$ cat src/rtl/cpu_control.sv
// Multicycle RV32I control FSM: decodes the IR and sequences the datapath and memory handshake.
// Optional: define CPU_CONTROL_HALT_ON_ILLEGAL_EN to make illegal opcodes halt until reset.
package cpu_control_pkg;
    typedef enum logic [6:0] {
        op_lui   = 7'b0110111,
        op_auipc = 7'b0010111,
        op_jal   = 7'b1101111,
        op_jalr  = 7'b1100111,
        op_br    = 7'b1100011,
        op_load  = 7'b0000011,
        op_store = 7'b0100011,
        op_imm   = 7'b0010011,
        op_reg   = 7'b0110011,
        op_csr   = 7'b1110011
    } rv32i_opcode;

    typedef enum logic [2:0] {
        beq  = 3'b000,
        bne  = 3'b001,
        blt  = 3'b100,
        bge  = 3'b101,
        bltu = 3'b110,
        bgeu = 3'b111
    } branch_funct3_t;

    typedef enum logic [2:0] {
        f3_add, f3_sll, f3_slt, f3_sltu, f3_xor, f3_sr, f3_or, f3_and
    } arith_funct3_t;

    typedef enum logic [2:0] {
        lb = 3'b000, lh = 3'b001, lw = 3'b010, lbu = 3'b100, lhu = 3'b101
    } load_funct3_t;

    typedef enum logic [2:0] {
        sb = 3'b000, sh = 3'b001, sw = 3'b010
    } store_funct3_t;

    typedef enum logic [2:0] {
        alu_add, alu_sll, alu_sra, alu_sub, alu_xor, alu_srl, alu_or, alu_and
    } alu_ops;

    typedef enum logic [1:0] {
        pcmux_pc_plus4, pcmux_alu_out, pcmux_alu_mod2
    } pcmux_sel_t;

    typedef enum logic {
        alumux1_rs1_out, alumux1_pc_out
    } alumux1_sel_t;

    typedef enum logic [2:0] {
        alumux2_i_imm, alumux2_u_imm, alumux2_b_imm,
        alumux2_s_imm, alumux2_j_imm, alumux2_rs2_out
    } alumux2_sel_t;

    typedef enum logic [3:0] {
        rf_alu_out, rf_br_en, rf_u_imm, rf_lw, rf_pc_plus4,
        rf_lb, rf_lbu, rf_lh, rf_lhu
    } regfilemux_sel_t;

    typedef enum logic {
        marmux_pc_out, marmux_alu_out
    } marmux_sel_t;

    typedef enum logic {
        cmpmux_rs2_out, cmpmux_i_imm
    } cmpmux_sel_t;
endpackage

module cpu_control
    import cpu_control_pkg::*;
(
    input  logic            clk,
    input  logic            rst,
    input  rv32i_opcode     opcode,
    input  logic [2:0]      funct3,
    input  logic [6:0]      funct7,
    input  logic            br_en,
    input  logic [1:0]      mem_addr_offset,
    input  logic            mem_resp,
    output logic            mem_read,
    output logic            mem_write,
    output logic [3:0]      mem_byte_enable,
    output pcmux_sel_t      pcmux_sel,
    output alumux1_sel_t    alumux1_sel,
    output alumux2_sel_t    alumux2_sel,
    output regfilemux_sel_t regfilemux_sel,
    output marmux_sel_t     marmux_sel,
    output cmpmux_sel_t     cmpmux_sel,
    output alu_ops          aluop,
    output branch_funct3_t  cmpop,
    output logic            load_pc,
    output logic            load_ir,
    output logic            load_regfile,
    output logic            load_mar,
    output logic            load_mdr,
    output logic            load_data_out,
    output logic            halted
);
    typedef enum logic [4:0] {
        S_FETCH1, S_FETCH2, S_FETCH3, S_DECODE,
        S_IMM, S_REG, S_LUI, S_AUIPC, S_BR, S_JAL, S_JALR,
        S_CALC_LD, S_LD1, S_LD2, S_CALC_ST, S_ST1, S_ILLEGAL
    } state_t;

    state_t state_q, state_d;

    logic unused_funct7;
    assign unused_funct7 = ^{funct7[6], funct7[4:0]};

    always_ff @(posedge clk) begin
        if (rst) state_q <= S_FETCH1;
        else     state_q <= state_d;
    end

    always_comb begin
        state_d         = state_q;
        mem_read        = 1'b0;
        mem_write       = 1'b0;
        mem_byte_enable = 4'b1111;
        pcmux_sel       = pcmux_pc_plus4;
        alumux1_sel     = alumux1_rs1_out;
        alumux2_sel     = alumux2_i_imm;
        regfilemux_sel  = rf_alu_out;
        marmux_sel      = marmux_pc_out;
        cmpmux_sel      = cmpmux_rs2_out;
        aluop           = alu_add;
        cmpop           = beq;
        load_pc         = 1'b0;
        load_ir         = 1'b0;
        load_regfile    = 1'b0;
        load_mar        = 1'b0;
        load_mdr        = 1'b0;
        load_data_out   = 1'b0;
        halted          = 1'b0;
        // Reset masks everything, including any in-flight strobe.
        if (!rst) begin
            unique case (state_q)
                S_FETCH1: begin
                    load_mar = 1'b1;
                    state_d  = S_FETCH2;
                end
                S_FETCH2: begin
                    mem_read = 1'b1;
                    if (mem_resp) begin
                        load_mdr = 1'b1;
                        state_d  = S_FETCH3;
                    end
                end
                S_FETCH3: begin
                    load_ir = 1'b1;
                    state_d = S_DECODE;
                end
                S_DECODE: begin
                    unique case (opcode)
                        op_imm:   state_d = S_IMM;
                        op_reg:   state_d = S_REG;
                        op_lui:   state_d = S_LUI;
                        op_auipc: state_d = S_AUIPC;
                        op_br:    state_d = S_BR;
                        op_jal:   state_d = S_JAL;
                        op_jalr:  state_d = S_JALR;
                        op_load:  state_d = S_CALC_LD;
                        op_store: state_d = S_CALC_ST;
                        default:  state_d = S_ILLEGAL;
                    endcase
                end
                S_IMM, S_REG: begin
                    load_regfile = 1'b1;
                    load_pc      = 1'b1;
                    state_d      = S_FETCH1;
                    aluop        = alu_ops'(funct3);
                    if (state_q == S_REG) alumux2_sel = alumux2_rs2_out;
                    if (funct3 == f3_sr && funct7[5]) aluop = alu_sra;
                    if (state_q == S_REG && funct3 == f3_add && funct7[5])
                        aluop = alu_sub;
                    if (funct3 == f3_slt || funct3 == f3_sltu) begin
                        regfilemux_sel = rf_br_en;
                        cmpop = (funct3 == f3_slt) ? blt : bltu;
                        if (state_q == S_IMM) cmpmux_sel = cmpmux_i_imm;
                    end
                end
                S_LUI: begin
                    regfilemux_sel = rf_u_imm;
                    load_regfile   = 1'b1;
                    load_pc        = 1'b1;
                    state_d        = S_FETCH1;
                end
                S_AUIPC: begin
                    alumux1_sel  = alumux1_pc_out;
                    alumux2_sel  = alumux2_u_imm;
                    load_regfile = 1'b1;
                    load_pc      = 1'b1;
                    state_d      = S_FETCH1;
                end
                S_BR: begin
                    alumux1_sel = alumux1_pc_out;
                    alumux2_sel = alumux2_b_imm;
                    cmpop       = branch_funct3_t'(funct3);
                    pcmux_sel   = br_en ? pcmux_alu_out : pcmux_pc_plus4;
                    load_pc     = 1'b1;
                    state_d     = S_FETCH1;
                end
                S_JAL: begin
                    alumux1_sel    = alumux1_pc_out;
                    alumux2_sel    = alumux2_j_imm;
                    pcmux_sel      = pcmux_alu_out;
                    regfilemux_sel = rf_pc_plus4;
                    load_regfile   = 1'b1;
                    load_pc        = 1'b1;
                    state_d        = S_FETCH1;
                end
                S_JALR: begin
                    pcmux_sel      = pcmux_alu_mod2;
                    regfilemux_sel = rf_pc_plus4;
                    load_regfile   = 1'b1;
                    load_pc        = 1'b1;
                    state_d        = S_FETCH1;
                end
                S_CALC_LD: begin
                    marmux_sel = marmux_alu_out;
                    load_mar   = 1'b1;
                    state_d    = S_LD1;
                end
                S_LD1: begin
                    mem_read = 1'b1;
                    if (mem_resp) begin
                        load_mdr = 1'b1;
                        state_d  = S_LD2;
                    end
                end
                S_LD2: begin
                    unique case (funct3)
                        lb:      regfilemux_sel = rf_lb;
                        lh:      regfilemux_sel = rf_lh;
                        lbu:     regfilemux_sel = rf_lbu;
                        lhu:     regfilemux_sel = rf_lhu;
                        default: regfilemux_sel = rf_lw;
                    endcase
                    load_regfile = 1'b1;
                    load_pc      = 1'b1;
                    state_d      = S_FETCH1;
                end
                S_CALC_ST: begin
                    alumux2_sel   = alumux2_s_imm;
                    marmux_sel    = marmux_alu_out;
                    load_mar      = 1'b1;
                    load_data_out = 1'b1;
                    state_d       = S_ST1;
                end
                S_ST1: begin
                    mem_write = 1'b1;
                    unique case (funct3)
                        sb:      mem_byte_enable = 4'b0001 << mem_addr_offset;
                        sh:      mem_byte_enable = 4'b0011 << mem_addr_offset;
                        default: mem_byte_enable = 4'b1111;
                    endcase
                    if (mem_resp) begin
                        load_pc = 1'b1;
                        state_d = S_FETCH1;
                    end
                end
                S_ILLEGAL: begin
`ifdef CPU_CONTROL_HALT_ON_ILLEGAL_EN
                    halted = 1'b1;
`else
                    load_pc = 1'b1;
                    state_d = S_FETCH1;
`endif
                end
                default: state_d = S_FETCH1;
            endcase
        end
    end
endmodule
$ cat config.mk
export PLATFORM = sky130hd
export DESIGN_NAME = cpu_control
export DESIGN_NICKNAME = d
export VERILOG_FILES = /design/src/rtl/cpu_control.sv
export SDC_FILE = /design/constraint.sdc
export NUM_CORES = 1
export LEC_CHECK = 0
export CAP_MARGIN = 5
export CORE_UTILIZATION = 43
export DETAILED_ROUTE_END_ITERATION = 8
export HOLD_SLACK_MARGIN = 0.08
export MAX_ROUTING_LAYER = met4
export PLACE_DENSITY = 0.95
export SYNTH_ARGS = -nofsm -noshare
export SYNTH_HDL_FRONTEND = slang
export SYNTH_SLANG_ARGS = --single-unit
$ cat constraint.sdc
create_clock -name clk -period 3.1 [get_ports clk]
set_input_delay 0.465 -clock clk [delete_from_list [all_inputs] [get_ports clk]]
set_output_delay 0.465 -clock clk [all_outputs]
set_load 0.01 [all_outputs]
* Word level (Yosys, flattened, before mapping)
Cells that the tools add are included.
** Word-level totals
- Register bits :: 5
** Cells by class
- Eq/ne operators :: 33
- Shifts and indexed selects :: 2
- Muxes and demuxes :: 51
- Reduce and logical (&&, ||, !) cells :: 15
** Operators by type and width (count)
- $pmux 5 s9 :: 1
- $eq 5x4->1 const B :: 8
- $pmux 5 s8 :: 1
- $pmux 4 s4 :: 2
- $mux 1 :: 26
- $mux 3 :: 8
- $eq 7x6->1 const B :: 3
- $eq 7x7->1 const B :: 3
- $eq 5x3->1 const B :: 4
- $mux 5 :: 3
- $pmux 3 s5 :: 1
- $eq 7x5->1 const B :: 2
- $mux 4 :: 3
- $eq 5x2->1 const B :: 2
- $reduce_or 9->1 :: 1
- $pmux 4 s2 :: 1
- $reduce_or 2->1 :: 4
- $eq 7x2->1 const B :: 1
- $reduce_or 7->1 :: 1
- $eq 3x2->1 const B :: 2
- $eq 3x3->1 const B :: 2
- $ne 2x2->1 const B :: 3
- $pmux 2 s3 :: 1
- $pmux 3 s2 :: 1
- other kinds (13) :: 17

* Longest topological paths before layout
Gate-level depths: netlist of run 1.
- Depth after elaboration :: 6
- Gate-level depth with buffers :: 6
- Depth with buffers taken out :: 4

* Least setup slack after synthesis of run 1
OpenSTA, ideal clock, no wires.
- Path kind :: input to output
- From :: in rst
- To :: out mem_byte_enable[0]
- Arrival time :: 1.594 ns
- Slack :: 1.041 ns
- Stages on the path :: 4
- Path buffers :: 1
- Cell sequence :: or3b_1 > clkbuf_1 > nor4_1 > o21ai_0
** On the way
- Word-level cells in the longest chain between the ends :: 1
** Ends and longest elaborated chain
- start, declared :: line 73 : input logic rst,
- $mux 4 :: line 136 : if (!rst) begin
- end, declared :: line 82 : output logic [3:0] mem_byte_enable,
No other way between the ends.

* Worst setup path in the final report of run 1
- From :: reg state_q[3]
- To :: out cmpop[1]
** On the way
- Word-level cells in the longest chain between the ends :: 4
- Elaborated cells on any way between the ends :: 6
** Ends and longest elaborated chain
- start, declared :: line 105 : state_t state_q, state_d;
- start signal, assigned :: line 112 : else state_q <= state_d;
- $eq 5x3->1 :: line 137 : unique case (state_q)
- $reduce_or 2->1
- $pmux 3 s2 * :: line 137
- $mux 3 * :: line 136
- end, declared :: line 90 : output branch_funct3_t cmpop,
Every way passes the cells marked *; elsewhere a longest branch is shown, timed or not.

==> impl_metrics.json, run 1 <==
{
  "status": "finished, final reports clean",
  "dr.first_iter.drc_count": 60,
  "final-hold-violation-count": 0,
  "grt_start_max_net_pins": 28,
  "hpwl_mm": 2.37,
  "grt_remaining_overflow": 0,
  "drive_gt1_frac": 0.0711,
  "syn_avg_cell_area_um2": 6.21,
  "leakage_nw": 0.541,
  "antenna_left": 0,
  "busiest_layer": "met2",
  "viasPerCell": 6.00,
  "clkLatencyLatePin_ns": 0.25,
  "synth_cell_types": 49,
  "tritoncts": "yes",
  "syn_nets": 194,
  "power-per-cell-area_nw_per_um2": 253,
  "setup_viol": 0,
  "ioPinCount": 54,
  "hp-class": "reg2reg",
  "wire_per_inst_um": 13.5,
  "dieHeight_um": 51.7,
  "grtUsageMet2": 0.437,
  "grt_pass1_vias": 1177,
  "slew_viol_final": 0,
  "layout_commonest_cell": "clkdlybuf4s50_1",
  "synth-edff-count": 0,
  "post-cts-setup-buffer-count": 0,
  "ys.flop_type": "dfxtp_1",
  "die_width_um": 51.7,
  "drv_cap": 0,
  "cts.sinks": 5,
  "fillers": 192,
  "yosysSeqAreaShare": 0.0942,
  "top_regs": "state_q x5",
  "htreeDepth": 1,
  "yosysWarnings": 0,
  "synth_cells": 171,
  "cts_root_buf": "clkbuf_4",
  "max_freq_mhz": 346,
  "worstMarginPinSlew_ns": 0.539,
  "largest_reg_flops": 5,
  "n_antenna_cell": 0,
  "netlist.area_leader.share": 0.0942,
  "clk_path_buf_depth": 2,
  "route.vias.total": 1434,
  "coreArea_um2": 2280,
  "synth_area_leaders": "dfxtp_1 (9.4%), o21ai_0 (8.0%), nor2_1 (6.4%)",
  "synthArstFlopShare": 0,
  "fin_setup_tns_ns": 0,
  "critPathRequiredTime_ns": 2.63,
  "critPathArrivalTime_ns": 2.43,
  "crit_type": "reg2out",
  "ys_ff_latch": 5,
  "fin_total_pwr_w": 0.000394,
  "period_needed_ns": 2.89,
  "vdd_drop_max_mv": 0.179,
  "drt_first_pass_iters": 4,
  "relSlewSlack": 0.637,
  "cp_max_fo": 17,
  "io_buffers": 46,
  "largest-register": "state_q",
  "synth_area_um2": 1060,
  "wl_mm": 3.22,
  "met3_usage": 0.0409,
  "drc": 0,
  "antenna_found_initial": 0,
  "post-route-period-util": 0.932,
  "rsz0062_at_grt": "no",
  "clk_pin_slew_ns": 0.05,
  "synth_area_leader_cell": "dfxtp_1",
  "setup.worst_path.start_class": "flop",
  "mostFrequentLayoutCells": "clkdlybuf4s50_1 (46), nor2_1 (18), o21ai_0 (17)",
  "fp-row-count": 17,
  "cts_buffers": 3,
  "nets": 235,
  "areaGrowthSynthToFinish_pct": 46.8,
  "place_congestion": 0.853,
  "die-area_um2": 2670,
  "grt_pass1_wl_mm": 5.15,
  "skew_ns": 0.00250,
  "grt_use_total": 0.254,
  "initial_utilization": 0.467,
  "end_kind": "output port",
  "met1_usage": 0.312
}
through the flow:
stage	hold WS, ns	std cells	setup WS, ns	instance area, um2	utilization
after floorplan	0.572	171	1.04	1060	-
after global placement	0.626	235	0.247	1530	0.673
after detailed placement	0.634	235	0.184	1530	0.673
after CTS	0.639	239	0.113	1560	0.684
after global routing	0.660	239	0.0145	1560	0.685
final	0.643	239	0.210	1560	0.685
timing repair:
| item | CTS | global route |
|---|---|---|
| gates resized for setup | 0 | 1 |
| setup endpoints to repair | 0 | 5 |
| hold buffers | 0 | 0 |
synth_stat cells (2+ instances only):
cell type  count
clkbuf_1      11
nand2b_1       6
a21oi_1       13
o21ai_0       17
a21boi_0       2
nor2_1        18
and2_1         4
or4_1          3
or2_2          3
dfxtp_1        5
nand4b_1       2
inv_1          4
a31oi_1        2
and3_1         4
and3b_1        2
nand3b_1       2
buf_4          2
nor3b_1        2
or3_1          5
o2111ai_1      2
nor4_1         4
nor3_1         5
nand2_1       14
buf_2          3
a211oi_1       3
o211ai_1       3
nor2b_1        8
worst paths after layout:
check / startpoint / endpoint / slack [ns] / cells past startpoint
hold reg to reg: state_q[0] / state_q[4] / 0.64 / 2
hold / removal: state_q[0] / state_q[4] / 0.64 / 2
setup / recovery: state_q[3] / cmpop[1] / 0.21 / 4
setup reg to reg: state_q[3] / state_q[0] / 1.26 / 4
cell type report:
type	count	area, um2	area share
Clock buffer	4	26.3	0.0169
Sequential cell	5	101	0.0650
Inverter	4	15.0	0.00963
Timing Repair Buffer	52	505	0.324
Multi-Input combinational cell	146	876	0.562
Tap cell	28	35.0	0.0225
where the power goes:
part	internal [W]	leakage [nW]	total [W]	switching [W]
Combinational	0.000108	0.485	0.000235	0.000126
Clock	0.0000489	0.0150	0.0000798	0.0000309
Sequential	0.0000722	0.0413	0.0000795	0.00000724
critical path: stages, from the launching register on:
cell	delay (ns)
dfxtp_1	0.64
nand2b_1	0.28
or4_1	0.48
a21boi_0	0.20
clkdlybuf4s50_1	0.57
cell families after synthesis:
logic type             count (synthesis)  synth area share
AO/OA/AOI/OAI                         54             0.333
other                                  1           0.00353
AND/OR/NAND/NOR                       89             0.471
XOR/XNOR                               2            0.0165
flip-flops                             5            0.0942
buffers and inverters                 20            0.0813
routing by layer:
metal / vias to the layer above / share of wire
met3: 6 / 0.088
met2: 72 / 0.48
met5: - / 0
li1: 710 / -
met1: 646 / 0.42
met4: 0 / 0.016
No activity file was read; power rests on OpenSTA's default activity.
==> run 2: changes to the inputs <==
- CELL_PAD_IN_SITES_DETAIL_PLACEMENT: not set -> 1
- CELL_PAD_IN_SITES_GLOBAL_PLACEMENT: not set -> 1
- CORE_UTILIZATION: 43 -> 28
==> impl_metrics.json, run 2 (same netlist as run 1, synthesis figures left out) <==
{
  "status": "finished, final reports clean",
  "power-per-cell-area_nw_per_um2": 277,
  "max_freq_mhz": 345,
  "fin_setup_tns_ns": 0,
  "r2r-end": "state_q[1]",
  "antenna_found_initial": 0,
  "min_path_cells": 2,
  "place_congestion": 0.826,
  "die-area_um2": 4040,
  "drc": 0,
  "nets": 239,
  "r2r-start": "state_q[0]",
  "largest_reg_flops": 5,
  "viasPerCell": 5.55,
  "clkLatencyLatePin_ns": 0.23,
  "clk_path_buf_depth": 2,
  "tritoncts": "yes",
  "io_buffers": 46,
  "critPathArrivalTime_ns": 2.43,
  "dieHeight_um": 63.6,
  "skew_ns": 0.00256,
  "wl_mm": 3.85,
  "drv_cap": 0,
  "cts.sinks": 5,
  "grt_use_total": 0.204,
  "n_antenna_cell": 0,
  "die_width_um": 63.6,
  "leakage_nw": 0.569,
  "crit_type": "in2out",
  "largest-register": "state_q",
  "post_cts_resized": 0,
  "grt_pass1_wl_mm": 6.38,
  "grt_start_max_net_pins": 24,
  "final-hold-violation-count": 0,
  "mostFrequentLayoutCells": "clkdlybuf4s50_1 (46), nor2_1 (18), o21ai_0 (17)",
  "htreeDepth": 1,
  "antenna_left": 0,
  "cts_root_buf": "clkbuf_8",
  "grt_pass1_vias": 1349,
  "min_from": "state_q[2]",
  "relSlewSlack": 0.632,
  "drive_gt1_frac": 0.0837,
  "place_ws_ns": 0.165,
  "initial_utilization": 0.290,
  "post-cts-setup-buffer-count": 0,
  "clk_pin_slew_ns": 0.04,
  "rrSetupSlack_ns": 1.14,
  "whs_endpoint": "state_q[4]",
  "period_needed_ns": 2.89,
  "holdBufCountCts": 0,
  "cts_buffers": 3,
  "ioPinCount": 54,
  "critPathRequiredTime_ns": 2.63,
  "worstMarginPinSlew_ns": 0.551,
  "rsz0062_at_grt": "no",
  "setup.worst_path.start_class": "input pin",
  "slew_viol_final": 0,
  "top_regs": "state_q x5",
  "drt_first_pass_iters": 4,
  "layout_commonest_cell": "clkdlybuf4s50_1",
  "coreArea_um2": 3660,
  "end_kind": "output port",
  "areaGrowthSynthToFinish_pct": 53.6,
  "vdd_drop_max_mv": 0.141,
  "dr.first_iter.drc_count": 74,
  "hpwl_mm": 2.96,
  "wire_per_inst_um": 14.6,
  "post-route-period-util": 0.934,
  "cp_max_fo": 5,
  "route.vias.total": 1459,
  "grt_remaining_overflow": 0,
  "fp-row-count": 22,
  "setup_viol": 0,
  "hp-class": "reg2reg",
  "reg2reg_depth": 4,
  "setup_ws_ns": 0.205
}
[run 2: area by class of cell]
class | instances | area (um2)
timing repair buffer | 56 | 536
inverter | 4 | 15.0
sequential | 5 | 100
clock buffer | 4 | 45.0
fill | 488 | 2030
multi-input combinational | 146 | 876
tap | 48 | 60.1
[run 2: how the worst max path moves through the flow]
stage,from,to,depth (start not counted)
after floorplan,rst,mem_byte_enable[0],4
after global placement,rst,cmpop[1],6
after detailed placement,rst,load_mdr,6
after CTS,rst,load_mdr,6
after global routing,rst,load_mdr,6
final,rst,aluop[0],5
[run 2: critical path, stage by stage]
cell             delay [ns]
clkdlybuf4s50_1        0.48
or2_2                  0.35
or3_1                  0.35
a211oi_1               0.20
clkdlybuf4s50_1        0.57
[run 2: metal layers]
layer	part of all wire	track usage	vias to the layer above
met3	0.039	0.0362	6
met5	0	-	-
met1	0.47	0.244	697
met4	0.015	0.0625	0
li1	-	-	711
met2	0.48	0.344	45
[run 2: report_power, final]
group | leakage [nW] | switching, W | internal [W]
registers | 0.0408 | 0.0000192 | 0.0000725
clock network | 0.0228 | 0.0000368 | 0.0000887
logic | 0.505 | 0.000126 | 0.000110
[run 2: stage by stage]
stage | instances | power (W) | utilization | hold slack (ns) | area (um2)
final | 263 | 0.000452 | 0.446 | 0.812 | 1630
after global routing | 263 | 0.000486 | 0.446 | 0.859 | 1630
after CTS | 263 | 0.000453 | 0.446 | 0.824 | 1630
after detailed placement | 259 | 0.000324 | 0.433 | 0.802 | 1590
after global placement | 259 | 0.000316 | 0.433 | 0.774 | 1590
after floorplan | 171 | 0.000237 | - | 0.572 | 1060
==> run 3: changes to the inputs <==
- SKIP_CTS_REPAIR_TIMING: not set -> 1
==> results of run 3 <==
The final DEF is identical to that of run 2; final timing and power are the same.
